<file path="src/rtl/pwm_pkg.sv">
// Shared defaults and helpers for the multi-channel dead-time PWM generator.
package pwm_pkg;

    localparam int PWM_WIDTH   = 11;
    localparam int PWM_DEAD    = 4;
    localparam int PWM_BUS_MAX = 1024;

    // Dead-time counter must hold 0..DEAD, with one value of headroom.
    function automatic int dt_cnt_w(input int dead);
        return $clog2(dead + 2);
    endfunction

    localparam int PWM_DT_CW = dt_cnt_w(PWM_DEAD);
    typedef logic [PWM_DT_CW-1:0] pwm_dt_cnt_t;

    function automatic logic [31:0] duty_lane(
        input logic [PWM_BUS_MAX-1:0] bus,
        input int unsigned            i,
        input int unsigned            w
    );
        return 32'((bus >> (i * w)) & {{(PWM_BUS_MAX-32){1'b0}}, (32'd1 << w) - 32'd1});
    endfunction

endpackage

</file>
<file path="src/rtl/pwm_dt_multi_deadband.sv">
// One channel of dead-time insertion: an output asserts only after DEAD+1
// consecutive enabled cycles of the matching raw level.
module pwm_deadband
    import pwm_pkg::*;
#(
    parameter int DEAD = PWM_DEAD
) (
    input  logic clk,
    input  logic rst_n,
    input  logic en,
    input  logic raw,
    output logic PWM_sig,
    output logic PWM_sig_n
);

    localparam int            CW  = dt_cnt_w(DEAD);
    localparam logic [CW-1:0] SAT = CW'(DEAD);

    logic          raw_q;
    logic          en_q;
    logic [CW-1:0] run;
    logic [CW-1:0] run_nxt;
    logic          settled;

    function automatic logic [CW-1:0] sat_inc(input logic [CW-1:0] v);
        return (v >= SAT) ? SAT : v + 1'b1;
    endfunction

    // run counts how long raw has held its level, minus one; a disabled
    // previous cycle means the history starts over.
    always_comb begin
        run_nxt = (en_q && (raw == raw_q)) ? sat_inc(run) : '0;
        settled = (run_nxt == SAT);
    end

    always_ff @(posedge clk or negedge rst_n) begin
        if (!rst_n) begin
            raw_q     <= 1'b0;
            en_q      <= 1'b0;
            run       <= '0;
            PWM_sig   <= 1'b0;
            PWM_sig_n <= 1'b0;
        end else begin
            raw_q <= raw;
            en_q  <= en;
            if (!en) begin
                run       <= '0;
                PWM_sig   <= 1'b0;
                PWM_sig_n <= 1'b0;
            end else begin
                run       <= run_nxt;
                PWM_sig   <= raw && settled;
                PWM_sig_n <= !raw && settled;
            end
        end
    end

endmodule

</file>
<file path="src/rtl/pwm_dt_multi.sv">
// Multi-channel complementary PWM with a shared period counter and
// double-buffered duties that switch only at the period wrap.
module pwm_dt_multi
    import pwm_pkg::*;
#(
    parameter int WIDTH  = PWM_WIDTH,
    parameter int NUM_CH = 2,
    parameter int DEAD   = PWM_DEAD
) (
    input  logic                    clk,
    input  logic                    rst_n,
    input  logic                    en,
    input  logic [NUM_CH*WIDTH-1:0] duty,
    input  logic                    duty_vld,
    output logic [NUM_CH-1:0]       PWM_sig,
    output logic [NUM_CH-1:0]       PWM_sig_n,
    output logic                    period_start
);

    localparam logic [WIDTH-1:0] CNT_LAST = '1;

    logic [WIDTH-1:0]        cnt;
    logic [NUM_CH*WIDTH-1:0] pending;
    logic [NUM_CH*WIDTH-1:0] active;
    logic [NUM_CH-1:0]       raw;

    // A strobe landing on the wrap cycle bypasses pending so it is not lost
    // for a whole period.
    always_ff @(posedge clk or negedge rst_n) begin
        if (!rst_n) begin
            cnt          <= '0;
            pending      <= '0;
            active       <= '0;
            period_start <= 1'b0;
        end else begin
            cnt          <= cnt + 1'b1;
            period_start <= (cnt == '0);
            if (duty_vld) begin
                pending <= duty;
            end
            if (cnt == CNT_LAST) begin
                active <= duty_vld ? duty : pending;
            end
        end
    end

    for (genvar ch = 0; ch < NUM_CH; ch++) begin : g_ch
        assign raw[ch] = (cnt < WIDTH'(duty_lane(PWM_BUS_MAX'(active), ch, WIDTH)));

        pwm_deadband #(
            .DEAD (DEAD)
        ) u_deadband (
            .clk       (clk),
            .rst_n     (rst_n),
            .en        (en),
            .raw       (raw[ch]),
            .PWM_sig   (PWM_sig[ch]),
            .PWM_sig_n (PWM_sig_n[ch])
        );
    end

endmodule
</file>
<file path="config.mk">
export PLATFORM = sky130hd
export DESIGN_NAME = pwm_dt_multi
export DESIGN_NICKNAME = d
export VERILOG_FILES = /design/src/rtl/pwm_pkg.sv /design/src/rtl/pwm_dt_multi_deadband.sv /design/src/rtl/pwm_dt_multi.sv
export SDC_FILE = /design/constraint.sdc
export NUM_CORES = 1
export LEC_CHECK = 0
export ABC_AREA = 0
export BUFFER_PORTS_ARGS = -buffer_cell sky130_fd_sc_hd__buf_2
export CORE_MARGIN = 2
export CORE_UTILIZATION = 30
export CTS_CLUSTER_DIAMETER = 150
export DETAILED_ROUTE_END_ITERATION = 7
export PLACE_DENSITY = 0.56
export SYNTH_ARGS = -nofsm -noshare
export SYNTH_HDL_FRONTEND = slang
export SYNTH_SLANG_ARGS = --single-unit
</file>
<file path="constraint.sdc">
create_clock -name clk -period 2.4 [get_ports clk]
set_input_delay 0.36 -clock clk [delete_from_list [all_inputs] [get_ports clk]]
set_output_delay 0.36 -clock clk [all_outputs]
set_load 0.01 [all_outputs]
</file>
==> metrics.txt <==
outcome=complete, no violations; DRT antenna net count=0; FF-to-FF Start=cnt[2]; CP bufs+invs=0; Pleak=approximately 1.9 nW; combinational share of power=around 8%; CTS max path bufs=2; Crit path max-delay family=compound AO/OA/AOI/OAI gates; Clock power frac=between 40% and 50%; drt drc=0; hpwl dp=3950 um; Pwr Density=roughly 640 mW/mm^2; initial antenna violation count=0; Fin. Hold Viols=0; Power Total=2.47 mW; setup ws final=240 ps; Worst R2R End=g_ch[1].u_deadband.run[0]; Setup crit start kind=flip-flop; Total Routing Usage GR=between 10% and 20%; asr flop ratio synth=100%; pin count of the biggest net entering global routing=70; Setup TNS Final=0 ps; endpoints failing setup=0; Die Span X=between 100 and 150 um; Seq. cell area=0.00173 mm^2; Final Cell Area=around 0.0038 mm^2; area grow syn2layout=15.9%; HP Class=primary input to async pin; DR top layer=met4; core area=~0.011 mm^2; setup slack, reg-to-reg=around 240 ps; hold_ws=between 10 and 15 ps; Clock transition at path regs=~70 ps; Max Clock Skew=9.04 ps; commonest cells after routing, fill and taps aside=dfrtp_1, buf_2, inv_1; Synth Cell Area=roughly 0.0033 mm^2; register bit total from synthesis=approximately 70; PostCTS Resize Cnt=0; metal2 WL=~2600 um; largest incremental delay on the critical path=around 620 ps; H-tree lvl count=3; fin nets=approximately 350; Synth Area in Adders=9.83%; unrepaired setup endpoints after global routing=false; WP data required=approximately 2600 ps; GPL Wtd Cong=a little over 0.8; syn avg cell area=12.8 um^2; CP max FO=8; Slew Viols, Final=0; Root Driver=clkbuf_8; first-pass GRT wire length=9720 um; Netlist cell types=34; most common cell after layout, fill and taps aside=dfrtp_1; Place WS=293 ps; layout filler cell count=~1100; R2R cell count=6; Max Cap Viol=0; Post-Synth XOR/XNOR Area=2.38%; Std-Cell Rows=38; # diodes=0; drt first pass iters=6; mux cell area share after synthesis=17.2%; via/cell ratio=about 4.5; slowest stage cell on the critical path=o41ai_1; initial detailed-routing violation count=slightly above 70; Met3 Wirelength=between 200 and 300 um; Routed WL per cell=between 10 and 15 um; TritonCTS buffer count=9; total vias in the final route=between 1500 and 2000; register area share after synthesis=between 50% and 60%; Area after DPL=approximately 0.0036 mm^2; fmax=about 0.46 GHz; WL met1=2570 um; crit path capture type=flip-flop; min cycle time layout=2160 ps; clk_lat worst skew=roughly 350 ps; # hold bufs at CTS=0; syn nets=310; Post-Route WL=5570 um; Internal Power=slightly below 2 mW; number of buffers added for setup after CTS=0; critical path cell sequence=ha_1, a21o_1, a31oi_1, o41ai_1, o21ai_0, and3b_1; Die ar.=0.0119 mm^2; post-synthesis compound-gate area fraction=under 10%; Initial Util=30.7%; Crit path arrival time=between 2000 and 2500 ps; Syn Inst Count=258; Top FF cell, synth=dfrtp_1; Slew HR=between 50 and 60%; measured slew at the worst slew-check pin=approximately 600 ps; Post-synth EDFFs=0; part of the cycle the worst path needs=between 80% and 90%; Post-Synth Simple-Gate Area=under 10%; CTS sink cnt=69; io pins=31; CTS tree=built; combinational family with the most area after synthesis=multiplexers; Crit Path Class=flip-flop to flip-flop; P_sw=about 540 uW; IO buf count=30; synth warn=0; Peak VDD IR=between 200 and 250 uV; multi-input combinational cell area=0.00142 mm^2; vias in the first global route=approximately 2100; share of layout cells above drive strength 1=31.2%; remaining global-route overflow=0; Net Sw Frac=between 20% and 30%; height of the die=109 um; Reg power frac=a little over 50%
[registers in the layout, indices dropped and copies added, names as in the netlist]
signal                     cells
cnt                           11
active                        22
g_ch.u_deadband.PWM_sig        2
g_ch.u_deadband.en_q           1
pending                       22
g_ch.u_deadband.run            6
g_ch.u_deadband.PWM_sig_n      2
g_ch.u_deadband.raw_q          2
period_start                   1
[power by group through the flow]
stage / Combinational, mW / Sequential [mW] / Clock [mW]
after CTS: 0.203 / 1.25 / 1.07
after detailed placement: 0.201 / 1.27 / 0
final: 0.196 / 1.25 / 1.03
after floorplan: 0.128 / 1.26 / 0
after global placement: 0.198 / 1.27 / 0
after global routing: 0.226 / 1.26 / 1.11
[final cells by class]
type | instances | area share (%)
clock buffer | 11 | 3.68
clock inverter | 4 | 1.89
inverter | 28 | 2.74
multi-input combinational | 153 | 37.0
sequential | 69 | 45.0
tap | 140 | 4.56
timing repair buffer | 33 | 5.15
[cells in the mapped netlist (3+ instances only)]
master   count  area [um^2]
a21o_1       3         22.5
a21oi_1      7         35.0
a31oi_1      3         18.8
and3_1       3         18.8
buf_4        4         30.0
dfrtp_1     69         1730
ha_1        26          325
inv_1       28          105
mux2_2      24          270
mux2_4      20          300
nand2_1     11         41.3
nand4_1      3         18.8
nor2_1       7         26.3
nor3_1       5         25.0
nor3b_1      4         30.0
nor4_1       4         25.0
o21a_1       3         22.5
o21ai_0      5         25.0
xnor2_1      7         61.3
[through the flow]
| step | std cells | util [%] |
|---|---|---|
| floorplan | 258 | - |
| global placement | 423 | 33.6 |
| detailed placement | 423 | 33.6 |
| CTS | 438 | 35.6 |
| global route | 438 | 35.6 |
| finish | 438 | 35.6 |
[cell families (layout without fill, tap and decap cells)]
kind of cell / count (synthesis) / after routing
compound gates: 23 / 23
xor+xnor: 9 / 9
fa+ha+maj: 26 / 26
buf+inv: 36 / 76
flops: 69 / 69
mux: 44 / 44
simple gates: 51 / 51
[metal layers]
metal | vias up | track usage, %
met5 | - | 0
li1 | 961 | -
met3 | 9 | 3.65
met2 | 34 | 17.1
met1 | 977 | 13.6
met4 | 0 | 4.67
[worst max-delay path by stage]
| stage | start | to | slack, ps | cells after the start |
|---|---|---|---|---|
| after global routing | cnt[2] | g_ch[1].u_deadband.run[0] | 120 | 6 |
| final | cnt[2] | g_ch[1].u_deadband.run[0] | 240 | 6 |
| after floorplan | cnt[8] | g_ch[0].u_deadband.run[0] | 490 | 6 |
| after detailed placement | cnt[2] | g_ch[1].u_deadband.run[0] | 290 | 6 |
| after global placement | cnt[8] | g_ch[0].u_deadband.run[0] | 320 | 6 |
| after CTS | cnt[2] | g_ch[1].u_deadband.run[0] | 250 | 6 |
No activity file was read; power rests on OpenSTA's default activity.
